### src/rtl/hex_counter_ctrl.sv
// hex_counter_ctrl: single-digit 7-segment counter controller.
//   Debounces the run (iSW0) and direction (iSW1) switches, generates the count
//   tick from a programmable prescaler, holds the digit and drives the segments.
//   A small register slave port (read latency 1) lets software override the
//   switches, set the tick period, load the digit and read status.
// Ports:
//   iCLK_50, iRST_n          clock, async active-low reset (released synchronously)
//   iSW0, iSW1               raw run / direction switches
//   iWR, iRD, iADDR, iWDATA  slave write/read strobes, address, write data
//   oRDATA                   registered read data, valid the cycle after iRD
//   oDIGIT, oHEX             current digit and its active-low segment pattern
//   oTICK, oWRAP             one-cycle pulses per count step / per wrap

// Per-switch debouncer: 2-FF synchronizer plus a stability counter. The output
// follows the synchronized input only after it has differed for DEBOUNCE_CYCLES
// consecutive cycles; any bounce back restarts the count.
module hex_counter_debounce #(
  parameter int DEBOUNCE_CYCLES = 1000000
) (
  input  logic clk,
  input  logic rstN,
  input  logic raw,
  output logic db
);
  localparam int CNT_W = $clog2(DEBOUNCE_CYCLES + 1);
  localparam logic [CNT_W-1:0] CNT_LAST = CNT_W'(DEBOUNCE_CYCLES - 1);

  logic [1:0]       syncPipe;
  logic [CNT_W-1:0] cnt;

  always_ff @(posedge clk or negedge rstN) begin
    if (!rstN) begin
      syncPipe <= '0;
      cnt      <= '0;
      db       <= 1'b0;
    end else begin
      syncPipe <= {syncPipe[0], raw};
      if (syncPipe[1] == db) begin
        cnt <= '0;
      end else if (cnt == CNT_LAST) begin
        cnt <= '0;
        db  <= syncPipe[1];
      end else begin
        cnt <= cnt + CNT_W'(1);
      end
    end
  end
endmodule

module hex_counter_ctrl #(
  parameter int DEBOUNCE_CYCLES = 1000000,
  parameter int PERIOD_W        = 26,
  parameter int PERIOD_RST      = 49999999,
  parameter int MAX_DIGIT       = 9
) (
  input  logic        iCLK_50,
  input  logic        iRST_n,
  input  logic        iSW0,
  input  logic        iSW1,
  input  logic        iWR,
  input  logic        iRD,
  input  logic [1:0]  iADDR,
  input  logic [31:0] iWDATA,
  output logic [31:0] oRDATA,
  output logic [3:0]  oDIGIT,
  output logic [6:0]  oHEX,
  output logic        oTICK,
  output logic        oWRAP
);
  localparam logic [0:0] ST_STOP = 1'b0;
  localparam logic [0:0] ST_RUN  = 1'b1;

  localparam logic [3:0]          MAX_D   = 4'(MAX_DIGIT);
  localparam logic [PERIOD_W-1:0] PER_RST = PERIOD_W'(PERIOD_RST);

  // Reset asserts asynchronously but releases on a clock edge.
  logic [1:0] rstPipe;
  logic       rstN;

  always_ff @(posedge iCLK_50 or negedge iRST_n) begin
    if (!iRST_n) rstPipe <= '0;
    else         rstPipe <= {rstPipe[0], 1'b1};
  end
  assign rstN = rstPipe[1];

  // Switch debouncing, one instance per switch.
  logic [1:0] swRaw;
  logic [1:0] swDb;
  assign swRaw = {iSW1, iSW0};

  for (genvar g = 0; g < 2; g++) begin : gDb
    hex_counter_debounce #(.DEBOUNCE_CYCLES(DEBOUNCE_CYCLES)) uDb (
      .clk  (iCLK_50),
      .rstN (rstN),
      .raw  (swRaw[g]),
      .db   (swDb[g])
    );
  end

  // Registers and state.
  logic [2:0]          ctrl;      // {UP_SW, RUN_SW, SW_OVR}
  logic [PERIOD_W-1:0] period;
  logic [PERIOD_W-1:0] presc;
  logic [3:0]          digit;
  logic [0:0]          state;

  logic runEff, upEff;
  assign runEff = ctrl[0] ? ctrl[1] : swDb[0];
  assign upEff  = ctrl[0] ? ctrl[2] : swDb[1];

  logic wrCtrl, wrPeriod, wrDigit, wrLoad;
  assign wrCtrl   = iWR && (iADDR == 2'd0);
  assign wrPeriod = iWR && (iADDR == 2'd1);
  assign wrDigit  = iWR && (iADDR == 2'd2);
  assign wrLoad   = wrPeriod || wrDigit;

  // A PERIOD/DIGIT write in the tick cycle wins: the tick is dropped.
  logic prescEnd, tickDue, wrapDue;
  assign prescEnd = (presc == period);
  assign tickDue  = (state == ST_RUN) && runEff && prescEnd && !wrLoad;
  assign wrapDue  = upEff ? (digit >= MAX_D) : (digit == 4'd0);

  logic [3:0] digitStep, digitLoad;
  assign digitStep = upEff ? (wrapDue ? 4'd0  : digit + 4'd1)
                           : (wrapDue ? MAX_D : digit - 4'd1);
  assign digitLoad = (iWDATA[3:0] > MAX_D) ? MAX_D : iWDATA[3:0];

  logic [PERIOD_W-1:0] periodLoad;
  assign periodLoad = (iWDATA[PERIOD_W-1:0] == '0) ? PERIOD_W'(1) : iWDATA[PERIOD_W-1:0];

  // Bits of iWDATA above the widest field are intentionally ignored.
  logic unusedWdata;
  assign unusedWdata = ^iWDATA;

  always_ff @(posedge iCLK_50 or negedge rstN) begin
    if (!rstN) begin
      ctrl   <= '0;
      period <= PER_RST;
      presc  <= '0;
      digit  <= '0;
      state  <= ST_STOP;
      oTICK  <= 1'b0;
      oWRAP  <= 1'b0;
    end else begin
      if (wrCtrl)   ctrl   <= iWDATA[2:0];
      if (wrPeriod) period <= periodLoad;

      case (state)
        ST_STOP: if (runEff)  state <= ST_RUN;
        default: if (!runEff) state <= ST_STOP;
      endcase

      // Prescaler only advances while running; every stop/start, load or
      // terminal count restarts the period. Direction changes leave it alone.
      if (wrLoad || (state == ST_STOP) || !runEff || prescEnd) presc <= '0;
      else                                                      presc <= presc + PERIOD_W'(1);

      if (wrDigit)      digit <= digitLoad;
      else if (tickDue) digit <= digitStep;

      oTICK <= tickDue;
      oWRAP <= tickDue && wrapDue;
    end
  end

  // Read path: registered, updated only on iRD.
  logic [31:0] rdMux;
  always_comb begin
    rdMux = '0;
    case (iADDR)
      2'd0:    rdMux = {29'd0, ctrl};
      2'd1:    rdMux = 32'(period);
      2'd2:    rdMux = {28'd0, digit};
      default: rdMux = {24'd0, digit, swDb[1], swDb[0], upEff, runEff};
    endcase
  end

  always_ff @(posedge iCLK_50 or negedge rstN) begin
    if (!rstN)    oRDATA <= '0;
    else if (iRD) oRDATA <= rdMux;
  end

  assign oDIGIT = digit;

  // Active-low segments, bit0 = a ... bit6 = g.
  always_comb begin
    oHEX = 7'b1111111;
    case (digit)
      4'h0: oHEX = 7'b1000000;
      4'h1: oHEX = 7'b1111001;
      4'h2: oHEX = 7'b0100100;
      4'h3: oHEX = 7'b0110000;
      4'h4: oHEX = 7'b0011001;
      4'h5: oHEX = 7'b0010010;
      4'h6: oHEX = 7'b0000010;
      4'h7: oHEX = 7'b1111000;
      4'h8: oHEX = 7'b0000000;
      4'h9: oHEX = 7'b0010000;
      4'hA: oHEX = 7'b0001000;
      4'hB: oHEX = 7'b0000011;
      4'hC: oHEX = 7'b1000110;
      4'hD: oHEX = 7'b0100001;
      4'hE: oHEX = 7'b0000110;
      default: oHEX = 7'b0001110;
    endcase
  end
endmodule

### config.mk
export PLATFORM = sky130hd
export DESIGN_NAME = hex_counter_ctrl
export DESIGN_NICKNAME = d
export VERILOG_FILES = /design/src/rtl/hex_counter_ctrl.sv
export SDC_FILE = /design/constraint.sdc
export NUM_CORES = 1
export LEC_CHECK = 0
export ABC_AREA = 0
export CORE_UTILIZATION = 45
export CTS_BUF_LIST = sky130_fd_sc_hd__clkbuf_2
export CTS_CLUSTER_DIAMETER = 200
export DETAILED_ROUTE_END_ITERATION = 16
export PLACE_DENSITY = 0.78
export SYNTH_ARGS = -nofsm -noshare
export SYNTH_HDL_FRONTEND = slang
export SYNTH_HIERARCHICAL = 1
export SYNTH_SLANG_ARGS = --single-unit
### constraint.sdc
create_clock -name iCLK_50 -period 9.95 [get_ports iCLK_50]
set_clock_uncertainty 0.15 [all_clocks]
set_input_delay 1.99 -clock iCLK_50 [delete_from_list [all_inputs] [get_ports iCLK_50]]
set_output_delay 1.99 -clock iCLK_50 [all_outputs]
set_load 0.01 [all_outputs]
==> results.md <==
- CTS tree: done
- Post-CTS Setup Repair Bufs: 0
- I/O pin total: between 80 and 90
- Met1 usage: 27.2%
- Worst-path fanout max: 16
- DR pass1 iterations: 12
- Overall power: 1.15 mW
- Nets: 770
- Met3 usage: 5.56%
- Power Density: 146 nW/um2
- Cts hold-fix bufs: 0
- Worst slew pin tran: 1.07 ns
- Max_cap viols: 0
- WP data required: 7.81 ns
- Share of cells above drive strength 1: 13.8%
- Critical-path top delay cell: dfrtp_1
- Failing checks: design-rule violations
- Final HPWL DP: 11.1 mm
- Top cell type's share of synthesized area: 43.0%
- Worst Setup Start Kind: flop
- Crit path largest cell delay: 0.72 ns
- Setup violators final: 0
- Die Wd: 126 um
- Arr. time, crit path: a little under 3 ns
- Relative slew margins: 28.9%
- # fillers: 1264
- Crit path max-delay family: buffers and inverters
- Via count: 5095
- Yosys top cell by area: dfrtp_1
- Fin Setup TNS: 0 ns
- Synthesized flop and latch total: 136
- Post-route ant nets: 0
- IO buf count: 72
- Number of global-route vias before repair: 5130
- Post-synth top cells: dfrtp_1 (118), nor2_1 (73), xor2_1 (53)
- Count leader, synth: dfrtp_1
- Distinct cells, synth: 59
- Largest net degree at the start of global routing: 88
- CTS Root Cell: clkbuf_2
- Routed len/inst: roughly 17 um
- Initial Utilization: 46.8%
- GRT busiest layer: met2
- Core ar.: 14700 um2
- Area of the multi-input gates: 3180 um2
- Hold Violations, Final: 0
- Final Max Tran Viols: 0
- Ys async rst share: 100%
- FP Rows: between 40 and 50
- Clk_lat worst skew: 0.71 ns
- GRT overflow: 0
- CTS Buf Count: 17
- Outcome: finished, violations left
- Worst Path Buf+Inv: 2
- Area growth from synthesis to layout: 14.9%
- Detailed Route Iter0 Violations: 424
- First-pass GRT wire length: 25.7 mm
- Sequential cell area: ~3400 um2
- Top FF cell, synth: dfrtp_1
- Synthesized cell area: between 6000 and 7000 um2
- DIE HEIGHT: ~130 um
- Clock slew at reported path FFs: roughly 0.20 ns
- Crit path from: oDIGIT[2]
- Largest cells by area after synthesis: dfrtp_1 (43%), dfstp_2 (6.9%), xor2_1 (6.8%)
- FMAX: 0.196 GHz
- GR Layer Usage met2: 32.6%
- Worst setup EP type: output port
- Hold_ws: 0.168 ns
- DRC viols: 10
- Tcrit/Tclk final: 51.3%
- Die Area: 15800 um2
- Gr usage total: 20.7%
- EDFF count, synth: 0
- Cts repair resizes: 0
- Minimum clock period: 5.10 ns
- Sequential area share after synthesis: 49.8%
- Vias per cell: 5.54
- Initial antenna violation count: 1
- GPL Wtd Cong: 0.898
- Worst hold path type: flop to asynchronous set/reset pin
- Syn_area_per_cell: ~11 um2
- CP Class: flop to output port
- Longest Clk Path Bufs: 2
- Synth Warn #: 6
- RSZ-0062 raised after global routing: no
- CTS HTree Levels: 4
- Cells after synthesis: 650
- Critical R2R Launch: oDIGIT[1]
- Clk sinks: 136
- Total routed wirelength: 15.5 mm
- Maximum VDD drop: 0.000117 V
- Leakage power: 3.28 nW
- Crit-path cells: clkinv_1 > or3_1 > o21ai_0 > clkdlybuf4s50_1
[layer usage]
metal  up-vias  wire length [um]  share of wire [%]
li1       2391                 -                  -
met1      2517              7110                 46
met2       169              7330                 47
met3        18               804                5.2
met4         0               293                1.9
met5         -                 0                  0
[state kept, by name (all words and copies together) (netlist names)]
| signal | cells |
|---|---|
| oTICK | 1 |
| period | 26 |
| state | 1 |
| gDb.uDb/cnt | 40 |
| ctrl | 3 |
| oWRAP | 1 |
| oDIGIT | 4 |
| gDb.uDb/db | 2 |
| rstPipe | 2 |
| gDb.uDb/syncPipe | 4 |
| presc | 26 |
| oRDATA | 26 |
[cells in the final DEF, fill, tap and decap left out, drive strengths merged, types with 18 or more instances in the layout]
master           n
xor2            53
clkbuf          21
nand4           19
inv             36
nor4            23
mux2            36
nand3           23
o21ai           40
clkdlybuf4s50   72
nand2           43
dfstp           18
xnor2           29
dfrtp          118
nor2            73
[per-stage QoR]
stage          util (%)  setup WS, ns  instance area (um2)  instances
2_1_floorplan         -          5.76                 6890        655
3_3_place_gp       52.5          5.25                 7710        886
3_5_place_dp       52.5          5.15                 7710        886
4_1_cts            53.7          4.81                 7900        918
5_1_grt            53.8          4.70                 7900        919
6_report           53.8          4.85                 7900        919
[power by group]
part,switching [mW],internal [mW],leakage (nW)
Sequential,0.0499,0.604,1.77
Combinational,0.101,0.113,1.38
Clock,0.194,0.0895,0.128
[path summary, 6_finish.rpt]
path	slack, ns	endpoint	depth (start not counted)
max	4.85	oHEX[4]	4
min	0.17	presc[18]	0
max reg2reg	7.42	oDIGIT[2]	8
min reg2reg	0.17	presc[18]	0
max in group asynchronous	7.96	gDb[0].uDb/cnt[0]	1
min in group iCLK_50	0.21	gDb[1].uDb/syncPipe[1]	0
[worst register-to-register path, delay by kind of cell (launching register included)]
kind | cells | cell delay (ns)
flops | 1 | 0.61
fa+ha+maj | 1 | 0.32
buf+inv | 1 | 0.18
compound gates | 4 | 0.62
simple gates | 1 | 0.33
mux | 1 | 0.28
[cell type report]
| class | count | area share (%) |
|---|---|---|
| Tap cell | 184 | 2.91 |
| Clock buffer | 21 | 1.33 |
| Multi-Input combinational cell | 455 | 40.2 |
| Antenna cell | 1 | 0.0317 |
| Sequential cell | 136 | 43.4 |
| Clock inverter | 11 | 1.05 |
| Inverter | 37 | 1.76 |
| Timing Repair Buffer | 74 | 9.31 |
[logic make-up (layout without fill, tap and decap cells)]
family	count (synthesis)	after routing	share of synthesized area, %
XOR/XNOR	82	82	10.4
buffers and inverters	64	143	4.22
AND/OR/NAND/NOR	239	239	18.9
flip-flops	136	136	49.8
other	2	8	0.109
adder cells (fa/ha/maj)	9	9	1.64
multiplexers	54	54	9.41
AO/OA/AOI/OAI	64	64	5.39
(Power assumes the default switching activity.)
